`src/rtl/ser_tx.sv`:
```
// Serial frame transmitter: start bit (0), DATA_W data bits LSB first, stop bit (1),
// each bit held for CLKS_PER_BIT cycles. Words are accepted over a valid/ready handshake.
module ser_tx #(
  parameter int unsigned DATA_W       = 8,
  parameter int unsigned CLKS_PER_BIT = 4
) (
  input  logic              clk,
  input  logic              rst,
  input  logic [DATA_W-1:0] data_in,
  input  logic              valid_in,
  output logic              ready_out,
  output logic              tx,
  output logic              busy
);

  localparam int unsigned CNT_W = (CLKS_PER_BIT > 1) ? $clog2(CLKS_PER_BIT) : 1;
  localparam int unsigned IDX_W = (DATA_W > 1) ? $clog2(DATA_W) : 1;
  localparam logic [CNT_W-1:0] CNT_LAST = CNT_W'(CLKS_PER_BIT - 1);
  localparam logic [IDX_W-1:0] IDX_LAST = IDX_W'(DATA_W - 1);

  typedef enum logic [1:0] {IDLE, START, DATA, STOP} state_t;

  state_t            state;
  logic [CNT_W-1:0]  cyc_cnt;
  logic [IDX_W-1:0]  bit_idx;
  logic [DATA_W-1:0] shift_reg;
  logic [DATA_W-1:0] shift_nxt;
  logic              bit_end;

  assign bit_end   = (cyc_cnt == CNT_LAST);
  assign shift_nxt = shift_reg >> 1;

  // tx is only ever loaded on a bit boundary, so it cannot change mid bit period.
  always_ff @(posedge clk) begin
    if (rst) begin
      state     <= IDLE;
      cyc_cnt   <= '0;
      bit_idx   <= '0;
      shift_reg <= '0;
      tx        <= 1'b1;
      busy      <= 1'b0;
      ready_out <= 1'b1;
    end else begin
      if (state != IDLE) begin
        cyc_cnt <= bit_end ? '0 : cyc_cnt + CNT_W'(1);
      end
      case (state)
        IDLE: begin
          if (valid_in && ready_out) begin
            state     <= START;
            shift_reg <= data_in;
            cyc_cnt   <= '0;
            tx        <= 1'b0;
            busy      <= 1'b1;
            ready_out <= 1'b0;
          end
        end
        START: begin
          if (bit_end) begin
            state   <= DATA;
            bit_idx <= '0;
            tx      <= shift_reg[0];
          end
        end
        DATA: begin
          if (bit_end) begin
            shift_reg <= shift_nxt;
            if (bit_idx == IDX_LAST) begin
              state   <= STOP;
              bit_idx <= '0;
              tx      <= 1'b1;
            end else begin
              bit_idx <= bit_idx + IDX_W'(1);
              tx      <= shift_nxt[0];
            end
          end
        end
        STOP: begin
          if (bit_end) begin
            state     <= IDLE;
            busy      <= 1'b0;
            ready_out <= 1'b1;
          end
        end
        default: begin
          state     <= IDLE;
          tx        <= 1'b1;
          busy      <= 1'b0;
          ready_out <= 1'b1;
        end
      endcase
    end
  end

endmodule

```
`config.mk`:
```
export PLATFORM = sky130hd
export DESIGN_NAME = ser_tx
export DESIGN_NICKNAME = d
export VERILOG_FILES = /design/src/rtl/ser_tx.sv
export SDC_FILE = /design/constraint.sdc
export NUM_CORES = 1
export LEC_CHECK = 0
export CORE_MARGIN = 2
export CORE_UTILIZATION = 42
export DETAILED_ROUTE_END_ITERATION = 12
export PLACE_DENSITY = 0.66
export REMOVE_ABC_BUFFERS = 1
export SYNTH_ARGS = -nofsm -noshare
export SYNTH_HDL_FRONTEND = slang
export SYNTH_SLANG_ARGS = --single-unit
```
`constraint.sdc`:
```
create_clock -name clk -period 1.5 [get_ports clk]
set_input_delay 0.225 -clock clk [delete_from_list [all_inputs] [get_ports clk]]
set_output_delay 0.225 -clock clk [all_outputs]
set_load 0.05 [all_outputs]
```
After elaboration in Yosys (flattened, before gate mapping)
Cells that the tools add are included.
{"block": "word_totals", "output_inout_bits": 3, "word_cells": 58, "regBits": 18, "inputBits": 11}
{"block": "classes", "eq_ne": 10, "addsub": 2, "muxes": 27, "n_reduce_logical": 12}
{"operator": "$mux W2", "n": 9}
{"operator": "$mux W8", "n": 2}
{"operator": "$pmux W8 S2", "n": 1}
{"operator": "$ne A2 B2 Y1 const B", "n": 5}
{"operator": "$mux W3", "n": 3}
{"operator": "$reduce_and A3 Y1", "n": 3}
{"operator": "$pmux W2 S4", "n": 1}
{"operator": "$reduce_bool A2 Y1", "n": 4}
{"operator": "$mux W1", "n": 7}
{"operator": "$eq A2 B2 Y1 const B", "n": 3}
{"operator": "$pmux W3 S2", "n": 1}
{"operator": "$reduce_and A5 Y1", "n": 1}
{"operator": "$pmux W1 S2", "n": 2}
{"operator": "$reduce_and A4 Y1", "n": 1}
{"operator": "$add A3 B1 Y3 const B", "n": 1}
{"operator": "$eq A3 B3 Y1 const B", "n": 1}
{"operator": "$pmux W1 S3", "n": 1}
{"operator": "$reduce_bool A3 Y1", "n": 1}
{"operator": "$add A2 B1 Y2 const B", "n": 1}
{"operator": "$eq A2 B1 Y1 const B", "n": 1}
{"operator": "$logic_not A2 Y1", "n": 1}
{"operator": "$logic_and A1 B1 Y1", "n": 1}

Logic depth before layout (Yosys ltp)
Gate-level depths: netlist of the first run.
{"block": "depth", "word_depth": 5, "ltp_mapped": 7}

Worst setup path before layout of the first run
No wires, ideal clock.
{"block": "synth_timing", "kind": "register to register", "startpoint": "reg state[0]", "endpoint": "reg state[0]", "t_required_ns": 1.421, "n_path_buf": 1, "stages_incl_launch_ff": 7, "slack_ns": -0.121, "arrival_ns": 1.541, "setup_ns": 0.079, "cell_sequence": "dfxtp_1 inv_1 ha_1 buf_6 o21ba_4 o41a_1 a211oi_2"}
{"block": "synth_between", "elab_chain_len": 3}
{"element": "start: declaration", "line_no": "23", "text": "state_t state;"}
{"element": "start signal: assignment", "line_no": "36", "text": "state <= IDLE;"}
{"element": "start signal: assignment", "line_no": "50", "text": "state <= START;"}
{"element": "start signal: assignment", "line_no": "60", "text": "state <= DATA;"}
{"element": "$eq A2 B2 Y1, or another cell as far along", "line_no": "47", "text": "case (state)"}
{"element": "$ne A2 B2 Y1 (no source line)"}
{"element": "$reduce_and A5 Y1 (no source line)"}
Several ways; a longest one is shown, not always the timed one.
A chain may end at the register's enable or synchronous reset.

Worst setup path after layout of the first run
Ends and elaborated chain as after synthesis.

==> impl_metrics.py, run 1 <==
metrics = {
    "outcome": {
        "outcome": "complete, but fails checks",
        "failed_checks": "setup timing",
    },
    "detailed_routing": {
        "num_vias": 925,
        "drc": 0,
        "routed_via_density": 5.64,
        "ant_nets": 0,
        "drt-initial-drc-count": 25,
        "dr.pass1.iters": 4,
        "wire_per_inst_um": 16.3,
        "routed_wl_um": 2680,
    },
    "run": {
        "max_cap_violations": 0,
    },
    "clock_tree": {
        "htreeDepth": 1,
        "clock_sinks": 18,
        "root_buffer": "clkbuf_4",
        "insertion_delay_ps": 310,
        "cts-buffers-inserted": 3,
        "cts_tree": "yes",
        "clockBufferDepth": 2,
        "clk_pin_slew_ps": 110,
    },
    "layout": {
        "final_common_cell": "buf_4",
        "fin_area_mm2": 0.00149,
        "nets": 157,
        "layout_common_cells": "buf_4, dfxtp_1, a21oi_1",
        "fillers": 181,
        "synthToLayoutAreaGrowth_pct": 47.7,
        "largest_reg_flops": 8,
        "antenna_cells": 0,
        "multiInputGateArea_um2": 701,
        "drive_gt1_frac": 0.404,
        "final_util": 0.666,
        "seq_area_um2": 364,
    },
    "timing": {
        "finalCritPeriodShare": 1.00,
        "max_freq_mhz": 664,
        "relSlewSlack": 0.786,
        "min_period_ps": 1510,
        "setup_slack_ps": -5.39,
        "fin_setup_tns_ps": -5.39,
        "whs_ps": 472,
        "worst_clock_skew_ps": 3.12,
        "grt_setup_unrepaired": "yes",
        "hold_viol": 0,
        "tightestPinTransition_ps": 320,
        "setup_violations": 1,
        "final_max_slew_viol_count": 0,
    },
    "grt": {
        "antenna_found_initial": 0,
        "grt_overflow_total": 0,
        "grt_max_degree": 17,
        "grt_pass1_wl_um": 4210,
        "grt_pass1_vias": 913,
        "grt_usage": 0.207,
    },
    "critical_path": {
        "slowest_delay_ps": 390,
        "path_cells": "buf_4, ha_1, nor2b_1, o41a_1, a211oi_2",
        "crit_buf_inv": 1,
        "cp_max_fo": 3,
        "crit_arrival_ps": 1740,
        "crit_path_end_kind": "flip-flop",
        "crit_required_ps": 1730,
        "start_kind": "flip-flop",
        "cp_slowest_cell": "o41a_1",
        "cp_top_family": "compound AO/OA/AOI/OAI gates",
        "crit_type": "flip-flop to flip-flop",
    },
    "power": {
        "power_density_mw_per_mm2": 2090,
        "peakVddDrop_mv": 1.26,
        "leakagePower_nw": 0.594,
    },
    "yosys": {
        "ys_top_cells_by_area": "dfxtp_1, ha_1, mux2i_1",
        "syn_area_mm2": 0.00101,
        "synth_top_area_cell": "dfxtp_1",
        "avgSynthCellArea_um2": 9.78,
        "yosysWarnings": 0,
        "ys_seq_area_frac": 0.358,
        "synth_seq_cells": 18,
        "synth_top_area_share": 0.358,
        "syn_inst": 103,
        "synth_cell_type_count": 32,
    },
    "placement": {
        "gp_congestion": 0.785,
        "placed_area_mm2": 0.00130,
        "port_buffers": 13,
        "hpwl_um": 1660,
    },
    "floorplanning": {
        "die_x_um": 53.0,
        "fp.dieH_um": 53.0,
        "die_area_mm2": 0.00281,
        "rows": 17,
        "initial_core_util": 0.451,
        "coreArea_mm2": 0.00223,
        "io_pins": 14,
    },
    "hold_path": {
        "min_path_type": "flip-flop to flip-flop",
    },
}
cell usage after synthesis:
master    count
nand2_1       4
a22oi_1       1
a311oi_1      8
nor3_1        2
a21oi_1      14
ha_1          9
o21ba_4       1
o41a_1        1
a21boi_2      1
mux2_4        1
a211oi_2      1
nor2b_1       2
a21bo_1       1
dfxtp_1      18
a31oi_1       1
or3_1         1
or2_2         1
nand4b_1      2
nor2_1        5
mux2i_1       9
buf_4         1
o21bai_1      1
o211a_1       1
buf_2         3
a21bo_2       1
o21ai_0       2
nor4_2        1
inv_1         4
buf_6         1
a32oi_1       1
clkbuf_1      2
nand2b_1      2
final timing paths:
path	slack, ps	end	depth (start not counted)	from
hold reg to reg	470	bit_idx[1]	2	bit_idx[1]
setup / recovery	-5	state[0]	5	state[0]
setup reg to reg	-5	state[0]	5	state[0]
hold / removal	470	bit_idx[1]	2	bit_idx[1]
worst min-delay path, cell delays in order, from the launching register on:
cell	delay (ps)
dfxtp_1	330
nand2_1	60
a21oi_1	50
layout make-up:
| type | instances | area share |
|---|---|---|
| multi-input cells | 75 | 0.471 |
| repair buffers | 35 | 0.225 |
| inverters | 4 | 0.0118 |
| clock buffers | 4 | 0.0244 |
| well taps | 28 | 0.0235 |
| flip-flops and latches | 18 | 0.245 |
per-stage QoR:
step                      setup slack, ps  instances  power [mW]
after floorplan                      -281         96        1.74
after global placement              -76.7        157        2.30
after detailed placement             -130        157        2.35
after CTS                            3.94        163        2.85
after global routing                -77.7        164        3.33
final                               -5.39        164        3.12
report_power, final:
part | switching (mW) | internal (mW) | leakage, nW
clock | 0.167 | 0.148 | 0.0210
sequential | 0.135 | 0.663 | 0.150
combinational | 0.969 | 1.03 | 0.423
cell families after synthesis:
family	Yosys count	share of synthesized area
fa+ha+maj	9	0.112
compound gates	35	0.260
simple gates	20	0.111
mux	10	0.104
buf+inv	11	0.0559
flops	18	0.358
layer usage:
metal,vias up,track usage,share of wire
li1,452,-,-
met1,440,0.279,0.46
met2,23,0.325,0.48
met3,10,0.0339,0.032
met4,0,0.0897,0.028
met5,-,0,0
what timing repair did:
item                                    in CTS  in global routing
endpoints found under the setup margin      12                 13
gates resized for setup                     13                 13
pin swaps                                    6                  4
buffers inserted                             1                  0
cloned                                       1                  1
hold buffers                                 0                  0
Power figures use the tool's default switching activity.
==> inputs of run 2 (changes only) <==
- CORE_MARGIN: 2 -> 4
==> run 2 against run 1 <==
Net effect:
- the flow still finishes with violations (setup timing)
- wire length down 0.86%
- count of clock-buffer cells in the layout unchanged
- first-iteration DRC count down 28%
- clock skew up 6.3 ps
- register-to-register slack worse by 70 ps
==> impl_metrics.py, run 2 (same netlist as run 1, synthesis figures left out) <==
metrics = {
    "outcome": {
        "outcome": "complete, but fails checks",
        "failed_checks": "setup timing",
    },
    "critical_path": {
        "rrSetupSlack_ps": -80,
        "start_kind": "flip-flop",
        "crit_arrival_ps": 1790,
        "crit_path_end_kind": "flip-flop",
        "crit_required_ps": 1720,
        "r2r_end": "state[0]",
        "rr_worst_depth": 5,
        "cp_max_fo": 5,
        "crit_type": "flip-flop to flip-flop",
        "r2r-start": "state[1]",
    },
    "floorplanning": {
        "die_x_um": 57.0,
        "initial_core_util": 0.447,
        "fp.dieH_um": 57.0,
        "io_pins": 14,
        "coreArea_mm2": 0.00225,
        "die_area_mm2": 0.00325,
        "rows": 17,
    },
    "detailed_routing": {
        "wire_per_inst_um": 16.4,
        "routed_wl_um": 2650,
        "routed_via_density": 5.57,
        "num_vias": 902,
        "ant_nets": 0,
        "dr.pass1.iters": 4,
        "drt-initial-drc-count": 18,
        "drc": 0,
    },
    "placement": {
        "gp_congestion": 0.855,
        "dp_cells": 156,
        "port_buffers": 13,
        "hpwl_um": 1660,
    },
    "clock_tree": {
        "root_buffer": "clkbuf_4",
        "cts-buffers-inserted": 3,
        "htreeDepth": 1,
        "insertion_delay_ps": 310,
        "cts_tree": "yes",
        "clockBufferDepth": 2,
        "clock_sinks": 18,
        "clk_pin_slew_ps": 110,
        "holdBufCountCts": 0,
    },
    "timing": {
        "setup_slack_ps": -75.6,
        "tightestPinTransition_ps": 310,
        "grt_setup_unrepaired": "yes",
        "fin_setup_tns_ps": -93.5,
        "whs_ps": 468,
        "finalCritPeriodShare": 1.05,
        "worst_clock_skew_ps": 9.40,
        "relSlewSlack": 0.792,
        "hold_viol": 0,
        "min_period_ps": 1580,
        "max_freq_mhz": 635,
        "setup_violations": 2,
        "final_max_slew_viol_count": 0,
    },
    "power": {
        "power_density_mw_per_mm2": 2080,
        "p_sw_mw": 1.28,
        "leakagePower_nw": 0.587,
        "internal-power_mw": 1.81,
        "peakVddDrop_mv": 1.22,
        "clkPwrFrac": 0.101,
        "power_frac_comb": 0.645,
        "pwr-share-seq": 0.254,
        "total_power_mw": 3.10,
        "switching_share": 0.414,
    },
    "layout": {
        "instances_no_fill": 162,
        "layout_common_cells": "buf_4, dfxtp_1, a21oi_1",
        "drive_gt1_frac": 0.410,
        "final_common_cell": "buf_4",
        "synthToLayoutAreaGrowth_pct": 47.5,
        "largest_reg_flops": 8,
        "antenna_cells": 0,
        "nets": 155,
        "final_util": 0.659,
    },
    "grt": {
        "grt_overflow_total": 0,
        "grt_usage": 0.164,
        "grt_pass1_vias": 819,
        "grt_max_degree": 17,
        "grt_pass1_wl_um": 4080,
        "antenna_found_initial": 0,
    },
    "hold_path": {
        "hold_path.startpoint": "bit_idx[1]",
        "min_path_type": "flip-flop to flip-flop",
        "whs_path_depth": 2,
        "min_to": "bit_idx[1]",
    },
    "run": {
        "max_cap_violations": 0,
    },
}
==> run 2: power by group through the flow <==
stage          sequential [mW]  combinational (mW)  clock (mW)
4_1_cts                  0.770                1.75       0.312
3_5_place_dp             0.767                1.60           0
2_1_floorplan            0.846               0.895           0
6_report                 0.787                2.00       0.313
3_3_place_gp             0.761                1.56           0
5_1_grt                  0.809                2.13       0.348
==> run 2: layer usage <==
metal / vias to the layer above / GRT usage / part of all wire
met4: 0 / 0.0331 / 0.018
met3: 8 / 0.0339 / 0.032
li1: 442 / - / -
met1: 438 / 0.215 / 0.43
met2: 14 / 0.277 / 0.52
met5: - / 0 / 0
==> run 2: metrics by stage <==
| stage | setup WS [ps] | area [um^2] |
|---|---|---|
| after floorplan | -281 | 966 |
| after global placement | -41.3 | 1290 |
| after detailed placement | -132 | 1290 |
| after CTS | 4.95 | 1410 |
| after global routing | -98.9 | 1490 |
| final | -75.6 | 1490 |
==> run 2: worst max-delay path by stage <==
stage                     startpoint  endpoint  cells after the start
after floorplan             state[0]  state[0]                      5
after global placement      state[1]  state[1]                      5
after detailed placement    state[1]  state[1]                      5
after CTS                   state[1]  state[0]                      5
after global routing        state[1]  state[0]                      5
final                       state[1]  state[0]                      5
==> run 2: what timing repair did <==
item | 4_1_cts | 5_1_grt
pin swaps | 2 | 6
setup endpoints to repair | 10 | 7
gates resized for setup | 19 | 11
buffers inserted | 1 | 1
==> run 2: worst max-delay path, cell delays in order (launching register included) <==
cell and delay [ps]:
dfxtp_2 360, buf_6 120, ha_4 170, o21ba_4 230, o41a_1 450, a211oi_2 160
==> run 2: cell type report <==
cell class,count,area [um^2]
multi-input cells,74,719
flip-flops and latches,18,364
inverters,4,17.5
well taps,28,35.0
fillers,174,769
clock buffers,4,36.3
repair buffers,34,313
